===== src/rtl/tx_char_framer.sv =====
// Transmit character framer: byte FIFO plus SOF/EOF/idle/filler generator for the 8b/10b encoder.
// Define TX_FRAMER_ALIGN_EN to insert a K28.5 after every ALIGN_PERIOD data characters in a frame.
module tx_char_framer #(
    parameter int FIFO_DEPTH   = 8,
    parameter int MIN_IDLE     = 2,
    parameter int ALIGN_PERIOD = 16
) (
    input  logic       clk,
    input  logic       rst,
    input  logic [7:0] s_data,
    input  logic       s_valid,
    input  logic       s_last,
    output logic       s_ready,
    output logic [7:0] o_data,
    output logic       o_kin,
    output logic       o_frame_active,
    output logic       o_underrun
);

    localparam int PW = (FIFO_DEPTH > 1) ? $clog2(FIFO_DEPTH) : 1;
    localparam int IW = (MIN_IDLE > 1) ? $clog2(MIN_IDLE + 1) : 1;

    localparam logic [7:0] K_IDLE = 8'hBC;
    localparam logic [7:0] K_SOF  = 8'hFB;
    localparam logic [7:0] K_EOF  = 8'hFD;
    localparam logic [7:0] K_FILL = 8'hF7;

    typedef enum logic [1:0] {
        ST_IDLE,
        ST_SOF,
        ST_DATA,
        ST_EOF
    } state_t;

    state_t        state, state_nxt;
    logic [8:0]    mem [FIFO_DEPTH];
    logic [PW-1:0] wr_ptr, rd_ptr;
    logic [PW:0]   count;
    logic [8:0]    head;
    logic          push, pop, empty;
    logic [IW-1:0] idle_cnt, idle_nxt, idle_inc;
    logic [7:0]    data_nxt;
    logic          kin_nxt, active_nxt, under_nxt;
    logic          align_due;

    assign s_ready = (count != (PW+1)'(FIFO_DEPTH));
    assign empty   = (count == '0);
    assign push    = s_valid && s_ready;
    assign head    = mem[rd_ptr];

    always_ff @(posedge clk) begin
        if (push)
            mem[wr_ptr] <= {s_last, s_data};
    end

    always_ff @(posedge clk or posedge rst) begin
        if (rst) begin
            wr_ptr <= '0;
            rd_ptr <= '0;
            count  <= '0;
        end else begin
            if (push)
                wr_ptr <= wr_ptr + 1'b1;
            if (pop)
                rd_ptr <= rd_ptr + 1'b1;
            if (push && !pop)
                count <= count + 1'b1;
            else if (!push && pop)
                count <= count - 1'b1;
        end
    end

`ifdef TX_FRAMER_ALIGN_EN
    localparam int AW = $clog2(ALIGN_PERIOD + 1);
    logic [AW-1:0] align_cnt;

    assign align_due = (align_cnt == AW'(ALIGN_PERIOD));

    always_ff @(posedge clk or posedge rst) begin
        if (rst)
            align_cnt <= '0;
        else if (state == ST_SOF || (state == ST_DATA && align_due))
            align_cnt <= '0;
        else if (pop)
            align_cnt <= align_cnt + 1'b1;
    end
`else
    // never true; keeps the parameter referenced in this build
    assign align_due = (ALIGN_PERIOD < 0);
`endif

    // counts the idle being emitted this cycle, so EOF->SOF carries exactly MIN_IDLE idles
    assign idle_inc = (idle_cnt == IW'(MIN_IDLE)) ? idle_cnt : idle_cnt + 1'b1;

    always_comb begin
        state_nxt  = state;
        idle_nxt   = idle_cnt;
        data_nxt   = K_IDLE;
        kin_nxt    = 1'b1;
        active_nxt = 1'b0;
        under_nxt  = 1'b0;
        pop        = 1'b0;
        unique case (state)
            ST_IDLE: begin
                idle_nxt = idle_inc;
                if (idle_inc == IW'(MIN_IDLE) && !empty)
                    state_nxt = ST_SOF;
            end
            ST_SOF: begin
                data_nxt   = K_SOF;
                active_nxt = 1'b1;
                state_nxt  = ST_DATA;
            end
            ST_DATA: begin
                active_nxt = 1'b1;
                if (align_due) begin
                    data_nxt = K_IDLE;
                end else if (empty) begin
                    data_nxt  = K_FILL;
                    under_nxt = 1'b1;
                end else begin
                    pop      = 1'b1;
                    data_nxt = head[7:0];
                    kin_nxt  = 1'b0;
                    if (head[8])
                        state_nxt = ST_EOF;
                end
            end
            ST_EOF: begin
                data_nxt   = K_EOF;
                active_nxt = 1'b1;
                idle_nxt   = '0;
                state_nxt  = ST_IDLE;
            end
            default: begin
                state_nxt = ST_IDLE;
            end
        endcase
    end

    always_ff @(posedge clk or posedge rst) begin
        if (rst) begin
            state          <= ST_IDLE;
            idle_cnt       <= '0;
            o_data         <= K_IDLE;
            o_kin          <= 1'b1;
            o_frame_active <= 1'b0;
            o_underrun     <= 1'b0;
        end else begin
            state          <= state_nxt;
            idle_cnt       <= idle_nxt;
            o_data         <= data_nxt;
            o_kin          <= kin_nxt;
            o_frame_active <= active_nxt;
            o_underrun     <= under_nxt;
        end
    end

endmodule


===== config.mk =====
export PLATFORM = sky130hd
export DESIGN_NAME = tx_char_framer
export DESIGN_NICKNAME = d
export VERILOG_FILES = /design/src/rtl/tx_char_framer.sv
export SDC_FILE = /design/constraint.sdc
export NUM_CORES = 1
export LEC_CHECK = 0
export BUFFER_PORTS_ARGS = -buffer_cell sky130_fd_sc_hd__buf_2
export CAP_MARGIN = 20
export CORE_UTILIZATION = 60
export DETAILED_ROUTE_END_ITERATION = 8
export HOLD_SLACK_MARGIN = 0.1
export PLACE_DENSITY = 0.86
export SETUP_SLACK_MARGIN = 0.3
export SLEW_MARGIN = 10
export SYNTH_ARGS = -nofsm -noshare
export SYNTH_HDL_FRONTEND = slang
export SYNTH_SLANG_ARGS = --single-unit

===== constraint.sdc =====
create_clock -name clk -period 2.98 [get_ports clk]
set_clock_uncertainty 0.1 [all_clocks]
set_input_delay 0.596 -clock clk [delete_from_list [all_inputs] [get_ports clk]]
set_output_delay 0.596 -clock clk [all_outputs]
set_load 0.01 [all_outputs]

==> impl_metrics.tcl, run 1 <==
set metrics [dict create \
    io-pin-count 24 \
    synth_edf_count 72 \
    ir_drop_mv 0.661 \
    grt_util_met2 0.355 \
    p_int_mw 3.15 \
    insertion_delay_ns 0.35 \
    fmax_mhz 391 \
    total_leakage_power_nw 1.67 \
    cts_tree "built" \
    tns_ns 0 \
    r2r_end "count[3]$_DFFE_PP0P_" \
    hold_path.class "in2async" \
    p_sw_mw 1.51 \
    vias 2004 \
    drt-total-wl_um 6690 \
    grt-ovfl-total 0 \
    combPwrFrac 0.367 \
    relSlewSlack 0.409 \
    grtUsageTotal 0.211 \
    r2r_setup_slack_ns 0.42 \
    antennaDiodeCount 0 \
    drive_gt1_frac 0.343 \
    chipWidth_um 83.1 \
    layout.nets 289 \
    synth.area.top_cells "edfxtp_1 (55%), dfrtp_1 (12%), mux4_2 (9.7%), dfstp_2 (4.0%), ha_1 (3.2%)" \
    drt_iter0_markers 98 \
    antenna_left 0 \
    endpoint_kind "flip-flop" \
    clockRootBuffer "clkbuf_8" \
    via_per_inst 5.76 \
    cp.arrival_ns 2.73 \
    yosysWarnings 0 \
    r2r_cells 10 \
    met1_usage 0.274 \
    grt-busiest-layer "met2" \
    synth-seq-area-share 0.709 \
    syn_to_final_growth_pct 13.7 \
    grt_pass1_vias 1990 \
    tightest_slew_ns 0.886 \
    drc 0 \
    crit_required_ns 3.16 \
    switching_share 0.324 \
    port_buffers 23 \
    final_max_slew_viol_count 0 \
    gp_routability_congestion 0.786 \
    finalSetupViolCount 0 \
    crit_type "reg2reg" \
    netlist_area_um2 3940 \
    grt_setup_unrepaired "false" \
    clock_power_share 0.196 \
    clkTransAtPathRegs_ns 0.09 \
    ys_async_sr_fraction 0.258 \
    fin_total_pwr_mw 4.66 \
    synthFlopType "edfxtp_1" \
    grt_max_degree 26 \
    syn_area_per_cell_um2 17.8 \
    synth.top_cell.area_share 0.548 \
    final-hold-violation-count 0 \
    cts_buffers 9 \
    cts.sink_count 97 \
    grt_use_met3 0.0477 \
    crit_fanout 5 \
    start_kind "flip-flop" \
    power_frac_seq 0.437 \
    rr_startpoint "count[1]$_DFFE_PP0P_" \
    synth-seq-cells 97 \
    powerDensity_nw_per_um2 1040 \
    postSynthCellCount 222 \
    finalCritPeriodShare 0.858 \
    status "finished clean" \
    syn-num-nets 245 \
    final_util 0.706 \
    antenna_found_initial 0 \
    hpwl_um 4510 \
    yosysTopAreaCell "edfxtp_1" \
    pre_cts_ws_ns 0.224 \
    clockBufferDepth 2 \
    fp.dieH_um 83.1 \
    netlist-cell-type-count 37 \
    row_count 29 \
    fin_ws_ns 0.423 \
    coreArea_um2 6350 \
    start_util 0.621 \
    drv_cap 0 \
    dieArea_um2 6900 \
    min_period_ns 2.56 \
    grt_pass1_wl_um 10500 \
    wl_per_cell_um 19.2 \
    cts.htree.levels 3 \
    firstDrtPassIters 4 \
]
==> critical path, cell delays in order, from the launching register on <==
cell and delay, ns:
dfrtp_2 0.42, buf_4 0.16, nor4_4 0.31, nand2b_2 0.23
ha_2 0.22, inv_2 0.05, ha_1 0.26, a21o_1 0.19
a21oi_2 0.14, mux2i_1 0.26, xnor2_1 0.14
==> cells by family after synthesis <==
family | share of synthesized area
DFF | 0.709
and+or+nand+nor | 0.0533
muxes | 0.134
AOI/OAI and AO/OA | 0.0371
buffers and inverters | 0.0165
adders and majority gates | 0.0368
xor gates and xnor gates | 0.0133
==> worst max-delay path by stage <==
stage	start	to	slack [ns]	depth (start not counted)
after global routing	count[1]$_DFFE_PP0P_	count[3]$_DFFE_PP0P_	0.29	10
after CTS	count[1]$_DFFE_PP0P_	count[3]$_DFFE_PP0P_	0.31	10
after global placement	count[1]$_DFFE_PP0P_	count[3]$_DFFE_PP0P_	0.32	10
after detailed placement	count[1]$_DFFE_PP0P_	count[3]$_DFFE_PP0P_	0.22	10
after floorplan	count[1]$_DFFE_PP0P_	count[3]$_DFFE_PP0P_	0.34	10
final	count[1]$_DFFE_PP0P_	count[3]$_DFFE_PP0P_	0.42	10
==> layout by cell type, fill, tap and decap left out, types with 2 or more instances in the layout <==
master | synthesis | routed
and2_1 | 2 | 2
ha_1 | 10 | 9
o21ai_1 | 2 | 2
clkbuf_8 | 0 | 10
buf_2 | 1 | 23
dfstp_2 | 6 | 6
buf_4 | 2 | 16
nor2_1 | 13 | 13
mux2i_1 | 9 | 9
dfrtp_2 | 0 | 4
a22o_1 | 2 | 2
xnor2_1 | 5 | 5
mux4_2 | 17 | 17
bufinv_16 | 0 | 2
nor3_1 | 4 | 4
dfrtp_1 | 19 | 15
mux2_2 | 3 | 3
a211oi_1 | 2 | 2
nand2_1 | 12 | 11
inv_2 | 1 | 2
a21oi_1 | 8 | 7
inv_1 | 8 | 7
mux2_1 | 2 | 2
edfxtp_1 | 72 | 72
nand2b_1 | 6 | 5
==> state kept, by name, summed over array words and instances, names as in the netlist <==
name            flops
count               4
mem                72
o_data              8
state               2
o_underrun          1
o_frame_active      1
rd_ptr              3
idle_cnt            2
o_kin               1
wr_ptr              3
==> power by group through the flow <==
stage                     Clock (mW)  Sequential (mW)  Combinational [mW]
after floorplan                    0             2.01                1.21
after global placement             0             2.06                1.55
after detailed placement           0             2.09                1.61
after CTS                      0.940             2.04                1.67
after global routing           0.991             2.07                1.87
final                          0.915             2.03                1.71
==> cell type report <==
| cell class | count | area, um2 |
|---|---|---|
| Clock buffer | 11 | 141 |
| Clock inverter | 5 | 80.1 |
| Fill cell | 402 | 1860 |
| Inverter | 9 | 33.8 |
| Multi-Input combinational cell | 110 | 1100 |
| Sequential cell | 97 | 2800 |
| Tap cell | 77 | 96.3 |
| Timing Repair Buffer | 39 | 235 |
==> through the flow <==
step,std cells,area (um2),hold slack (ns)
after floorplan,222,3940,0.373
after global placement,328,4210,0.390
after detailed placement,328,4210,0.408
after CTS,346,4450,0.326
after global routing,348,4490,0.397
final,348,4490,0.319
==> routing by layer <==
metal	wire length, um	part of all wire
met1	2850	0.43
met2	3470	0.52
met3	301	0.045
met4	60	0.0090
met5	0	0
==> Yosys cell counts, types with 2 or more instances <==
library cell	count
edfxtp_1	72
dfrtp_1	19
mux4_2	17
nor2_1	13
nand2_1	12
ha_1	10
mux2i_1	9
a21oi_1	8
inv_1	8
dfstp_2	6
nand2b_1	6
xnor2_1	5
nor3_1	4
mux2_2	3
a211oi_1	2
a22o_1	2
and2_1	2
buf_4	2
clkbuf_1	2
mux2_1	2
o21ai_1	2
==> what timing repair did <==
item,in CTS,in global routing
gates resized for setup,4,6
hold buffers,0,0
setup endpoints to repair,1,1
hold endpoints to repair,0,0
buffers inserted,2,2
No activity file was read; power rests on OpenSTA's default activity.
==> run 2: changes to the inputs <==
--- a/config.mk
+++ b/config.mk
@@ -7,10 +7,10 @@
 export LEC_CHECK = 0
 export BUFFER_PORTS_ARGS = -buffer_cell sky130_fd_sc_hd__buf_2
 export CAP_MARGIN = 20
-export CORE_UTILIZATION = 60
+export CORE_UTILIZATION = 35
 export DETAILED_ROUTE_END_ITERATION = 8
 export HOLD_SLACK_MARGIN = 0.1
-export PLACE_DENSITY = 0.86
+export PLACE_DENSITY = 0.58
 export SETUP_SLACK_MARGIN = 0.3
 export SLEW_MARGIN = 10
 export SYNTH_ARGS = -nofsm -noshare
==> impl_metrics.tcl, run 2 (synthesized netlist as in run 1, its figures left out) <==
set metrics [dict create \
    top_register "mem" \
    vias 2003 \
    largest_reg_flops 72 \
    drive_gt1_frac 0.352 \
    power_frac_seq 0.439 \
    syn_to_final_growth_pct 15.3 \
    hpwl_um 4590 \
    via_per_inst 4.85 \
    p_sw_mw 1.58 \
    drt-total-wl_um 7100 \
    min_period_ns 2.53 \
    start_kind "flip-flop" \
    crit_required_ns 3.16 \
    crit_chain "or4b_4 -> nand2_4 -> inv_2 -> ha_1 -> inv_2 -> ha_1 -> a21o_1 -> a21oi_2 -> mux2i_1 -> xnor2_1" \
    final_max_slew_viol_count 0 \
    fmax_mhz 396 \
    hold_path.class "in2async" \
    antenna_found_initial 0 \
    drt_iter0_markers 57 \
    grt_pass1_wl_um 11000 \
    tightest_slew_ns 0.947 \
    cts_buffers 9 \
    ir_drop_mv 0.435 \
    grt_use_met3 0.0277 \
    layout.nets 291 \
    instances_no_fill 413 \
    dpl_cell_area_um2 4300 \
    p_int_mw 2.98 \
    coreArea_um2 10900 \
    relSlewSlack 0.368 \
    dieArea_um2 11700 \
    switching_share 0.346 \
    total_leakage_power_nw 1.66 \
    finalSetupViolCount 0 \
    antennaDiodeCount 0 \
    drv_cap 0 \
    wl_per_cell_um 17.2 \
    chipWidth_um 108 \
    dp.cells 392 \
    final_common_cell "edfxtp_1" \
    endpoint_kind "flip-flop" \
    max_stage_delay_ns 0.56 \
    grt-busiest-layer "met2" \
    tns_ns 0 \
    reg_top3 "mem: 72 flops, o_data: 8 flops, count: 4 flops" \
    cp.arrival_ns 2.71 \
    port_buffers 23 \
    antenna_left 0 \
    cp_slowest_cell "or4b_4" \
    row_count 38 \
    crit_type "reg2reg" \
    grt_util_met2 0.213 \
    cts.sink_count 97 \
    insertion_delay_ns 0.36 \
    start_util 0.362 \
    fp.dieH_um 108 \
    clkTransAtPathRegs_ns 0.10 \
    firstDrtPassIters 4 \
    drc 0 \
    powerDensity_nw_per_um2 1000 \
    crit_fanout 5 \
    grtUsageTotal 0.134 \
    combPwrFrac 0.383 \
    final_area_um2 4550 \
    hold_slack_ns 0.329 \
    hold_buffers 0 \
    grt_setup_unrepaired "false" \
    finalCritPeriodShare 0.848 \
    cts.htree.levels 3 \
    clock_power_share 0.178 \
    grt_max_degree 26 \
    cts_tree "built" \
    grt_pass1_vias 2023 \
    clockBufferDepth 2 \
    grt-ovfl-total 0 \
    status "finished clean" \
    io-pin-count 24 \
    met1_usage 0.176 \
    layout_common_cells "edfxtp_1 (72), buf_2 (23), buf_4 (18)" \
    fin_total_pwr_mw 4.56 \
    gp_routability_congestion 0.731 \
    clockRootBuffer "clkbuf_8" \
    final-hold-violation-count 0 \
]
==> run 2: per-stage QoR <==
stage | util | worst slack (ns)
6_report | 0.418 | 0.454
5_1_grt | 0.418 | 0.307
4_1_cts | 0.414 | 0.302
3_5_place_dp | 0.395 | 0.245
3_3_place_gp | 0.395 | 0.304
2_1_floorplan | - | 0.336
==> run 2: critical path: cells and delay by family, from the launching register on <==
| kind | cells | cell delay (ns) |
|---|---|---|
| buffers and inverters | 2 | 0.14 |
| AO/OA/AOI/OAI | 2 | 0.33 |
| XOR/XNOR | 1 | 0.15 |
| adder cells (fa/ha/maj) | 2 | 0.44 |
| flip-flops | 1 | 0.41 |
| multiplexers | 1 | 0.22 |
| AND/OR/NAND/NOR | 2 | 0.66 |
==> run 2: repair_timing <==
item                       4_1_cts  5_1_grt
pin swaps                        0        2
cloned                           0        0
setup endpoints to repair        1        1
resized for setup                3        8
setup buffers                    2        3
==> run 2: final cells by class <==
type	count	area, um2
Inverter	9	33.8
Multi-Input combinational cell	110	1100
Clock buffer	9	124
Sequential cell	97	2800
Tap cell	140	175
Clock inverter	7	60.1
Timing Repair Buffer	41	250
Fill cell	971	6340
==> run 2: per-layer routing <==
metal | part of all wire | vias to the layer above
met4 | 0.019 | 0
met3 | 0.036 | 12
met2 | 0.48 | 34
li1 | - | 944
met1 | 0.46 | 1013
met5 | 0 | -
==> run 2: worst paths after layout <==
kind | slack, ns | end | from | cells after the start
setup / recovery | 0.45 | count[3]$_DFFE_PP0P_ | count[0]$_DFFE_PP0P_ | 10
hold / removal | 0.33 | count[0]$_DFFE_PP0P_ | rst | 2
setup reg to reg | 0.45 | count[3]$_DFFE_PP0P_ | count[0]$_DFFE_PP0P_ | 10
hold reg to reg | 0.42 | count[2]$_DFFE_PP0P_ | count[2]$_DFFE_PP0P_ | 2
max in group asynchronous | 1.82 | count[3]$_DFFE_PP0P_ | rst | 2
min in group clk | 0.40 | mem[5][6]$_DFFE_PP_ | s_data[6] | 1
==> run 2: power by group through the flow <==
stage                     registers, mW  logic [mW]  clock network (mW)
final                              2.00        1.75               0.812
after global routing               2.03        1.95               0.894
after CTS                          2.01        1.72               0.840
after detailed placement           2.06        1.66                   0
after global placement             2.05        1.64                   0
after floorplan                    2.01        1.21                   0
==> run 3: changes to the inputs <==
--- a/config.mk
+++ b/config.mk
@@ -5,6 +5,7 @@
 export SDC_FILE = /design/constraint.sdc
 export NUM_CORES = 1
 export LEC_CHECK = 0
+export ABC_AREA = 1
 export BUFFER_PORTS_ARGS = -buffer_cell sky130_fd_sc_hd__buf_2
 export CAP_MARGIN = 20
 export CORE_UTILIZATION = 35
==> constraint.sdc (replaced) <==
create_clock -name clk -period 2.4 [get_ports clk]
set_clock_uncertainty 0.1 [all_clocks]
set_input_delay 0.48 -clock clk [delete_from_list [all_inputs] [get_ports clk]]
set_output_delay 0.48 -clock clk [all_outputs]
set_load 0.01 [all_outputs]
==> impl_metrics.tcl, run 3 <==
set metrics [dict create \
    fin_total_pwr_mw 6.47 \
    reg_top3 "mem: 72 flops, o_data: 8 flops, count: 4 flops" \
    grt_max_degree 38 \
    dp.cells 529 \
    io-pin-count 24 \
    cts_tree "built" \
    start_kind "flip-flop" \
    yosysWarnings 0 \
    drive_gt1_frac 0.214 \
    antenna_left 0 \
    min_period_ns 1.98 \
    final_area_um2 4860 \
    instances_no_fill 549 \
    min_to "mem[3][5]$_DFFE_PP_" \
    syn_area_per_cell_um2 11.5 \
    postSynthCellCount 360 \
    min_from "s_data[5]" \
    ir_drop_mv 0.452 \
    chipWidth_um 111 \
    synth.area.top_cells "edfxtp_1 (52%), dfrtp_1 (11%), nand2_1 (9.3%), nand3_1 (6.7%), dfstp_2 (3.8%)" \
    vias 2642 \
    clock_power_share 0.254 \
    ys_async_sr_fraction 0.258 \
    crit_top_cell "nand2_1" \
    row_count 39 \
    clkTransAtPathRegs_ns 0.07 \
    r2r_setup_slack_ns 0.42 \
    r2r_end "count[3]$_DFFE_PP0P_" \
    status "complete, but fails checks" \
    relSlewSlack 0.696 \
    drc 4 \
    cp_top_family "adder cells" \
    max_stage_delay_ns 0.49 \
    endpoint_kind "flip-flop" \
    path_buf_inv 2 \
    port_buffers 23 \
    p_int_mw 4.13 \
    finalSetupViolCount 0 \
    yosysTopAreaCell "edfxtp_1" \
    cp_slowest_cell "dfrtp_1" \
    drv_cap 0 \
    grt_setup_unrepaired "false" \
    synth-seq-cells 97 \
    netlist_area_um2 4150 \
    synth.most_common_cell "nand2_1" \
    hold_depth 1 \
    final_max_slew_viol_count 0 \
    final-hold-violation-count 0 \
    crit_required_ns 2.58 \
    syn-num-nets 383 \
    synth_common_cells "nand2_1 (103), edfxtp_1 (72), nand3_1 (56)" \
    switching_share 0.362 \
    combPwrFrac 0.366 \
    largest_reg_flops 72 \
    layout_common_cells "nand2_1 (102), edfxtp_1 (72), nand3_1 (55)" \
    via_per_inst 4.81 \
    cts_buffers 9 \
    total_leakage_power_nw 1.97 \
    gp_routability_congestion 0.756 \
    dieArea_um2 12300 \
    violations "DRC" \
    drt-total-wl_um 8460 \
    tightest_slew_ns 0.455 \
    start_util 0.361 \
    crit_type "reg2reg" \
    grtUsageTotal 0.145 \
    antennaDiodeCount 0 \
    netlist-cell-type-count 30 \
    firstDrtPassIters 6 \
    layout.nets 424 \
    clockBufferDepth 2 \
    drt_iter0_markers 179 \
    crit_chain "ha_2 -> nand2_4 -> ha_4 -> inv_2 -> ha_1 -> nand2_1 -> inv_1 -> o21ai_2 -> nand3_1 -> a21o_1 -> nand2_1" \
    cts.htree.levels 3 \
    grt_pass1_wl_um 13500 \
    insertion_delay_ns 0.34 \
    wl_per_cell_um 15.4 \
    dpl_cell_area_um2 4460 \
    hpwl_um 5330 \
    synth.top_cell.area_share 0.520 \
    tns_ns 0 \
    fillers 1049 \
    syn_to_final_growth_pct 16.9 \
    finalCritPeriodShare 0.825 \
    synth-seq-area-share 0.673 \
    power_frac_seq 0.380 \
    fp.dieH_um 111 \
    rr_startpoint "state[1]$_DFFE_PP0P_" \
    cp.arrival_ns 2.16 \
    final_common_cell "nand2_1" \
    top_register "mem" \
    r2r_cells 11 \
    cts.sink_count 97 \
    fmax_mhz 505 \
    hold_path.class "in2reg" \
    antenna_found_initial 0 \
    p_sw_mw 2.35 \
    coreArea_um2 11500 \
    powerDensity_nw_per_um2 1330 \
    grt-ovfl-total 0 \
    clockRootBuffer "clkbuf_16" \
    synthFlopType "edfxtp_1" \
    grt_pass1_vias 2588 \
    crit_fanout 8 \
    synth_edf_count 72 \
]
## run 3: cell count changes after synthesis, moves of 3 or more
cell      change
a21oi_1       -7
nor2_1        +5
nand2_1      +91
o211ai_1      +3
o21ai_0      +10
inv_1        +13
mux4_2       -17
mux2i_1       -9
nor3_1        -4
nand3_1      +56
buf_6         +7
nand2b_1      -6
## run 3: worst register-to-register path, cell delays in order (launching register included)
cell	delay, ns
dfrtp_1	0.49
ha_2	0.28
nand2_4	0.08
ha_4	0.16
inv_2	0.07
ha_1	0.22
nand2_1	0.07
inv_1	0.04
o21ai_2	0.12
nand3_1	0.08
a21o_1	0.18
nand2_1	0.05
## run 3: cell type report
| type | count | area (um2) | share of cell area |
|---|---|---|---|
| clock buffers | 10 | 229 | 0.0471 |
| repair buffers | 42 | 260 | 0.0536 |
| flip-flops and latches | 97 | 2800 | 0.576 |
| multi-input cells | 226 | 1170 | 0.242 |
| well taps | 143 | 179 | 0.0368 |
| inverters | 25 | 101 | 0.0209 |
| clock inverters | 6 | 115 | 0.0237 |
## run 3: cell families after synthesis
| family | synth area share |
|---|---|
| AOI/OAI and AO/OA | 0.0322 |
| muxes | 0.00271 |
| DFF | 0.673 |
| adders and majority gates | 0.0349 |
| and+or+nand+nor | 0.194 |
| xor gates and xnor gates | 0.0127 |
| buffers and inverters | 0.0506 |
## run 3: how the worst max path moves through the flow
| stage | start | to | slack [ns] | cells past startpoint |
|---|---|---|---|---|
| floorplan | count[1]$_DFFE_PP0P_ | count[3]$_DFFE_PP0P_ | 0.33 | 13 |
| CTS | count[1]$_DFFE_PP0P_ | count[3]$_DFFE_PP0P_ | 0.32 | 13 |
| finish | state[1]$_DFFE_PP0P_ | count[3]$_DFFE_PP0P_ | 0.42 | 11 |
| global route | count[0]$_DFFE_PP0P_ | count[3]$_DFFE_PP0P_ | 0.31 | 14 |
| global placement | count[1]$_DFFE_PP0P_ | count[3]$_DFFE_PP0P_ | 0.25 | 14 |
| detailed placement | count[1]$_DFFE_PP0P_ | count[3]$_DFFE_PP0P_ | 0.20 | 14 |
## run 3: timing repair
item                                    4_1_cts  5_1_grt
pin swaps                                     0        2
hold buffers                                  1        0
endpoints found under the setup margin        2        2
hold endpoints to repair                     13        0
resized for setup                             4        6
setup buffers                                 2        1
## run 3: layer usage
layer | vias up | part of all wire | GRT usage
li1 | 1299 | - | -
met4 | 0 | 0.013 | 0.0530
met2 | 51 | 0.50 | 0.242
met3 | 9 | 0.036 | 0.0284
met1 | 1283 | 0.45 | 0.188
met5 | - | 0 | 0
## run 3: power groups by stage
stage | Clock [mW] | Sequential, mW | Combinational (mW)
floorplan | 0 | 2.46 | 1.72
global placement | 0 | 2.49 | 2.23
detailed placement | 0 | 2.50 | 2.29
CTS | 1.67 | 2.46 | 2.35
global route | 1.72 | 2.49 | 2.68
finish | 1.65 | 2.46 | 2.37
## run 3: stage by stage
stage	worst slack [ns]	hold WS, ns	util
CTS	0.324	0.302	0.419
detailed placement	0.203	0.407	0.387
floorplan	0.326	0.369	-
global placement	0.250	0.386	0.387
global route	0.308	0.313	0.422
finish	0.419	0.308	0.422
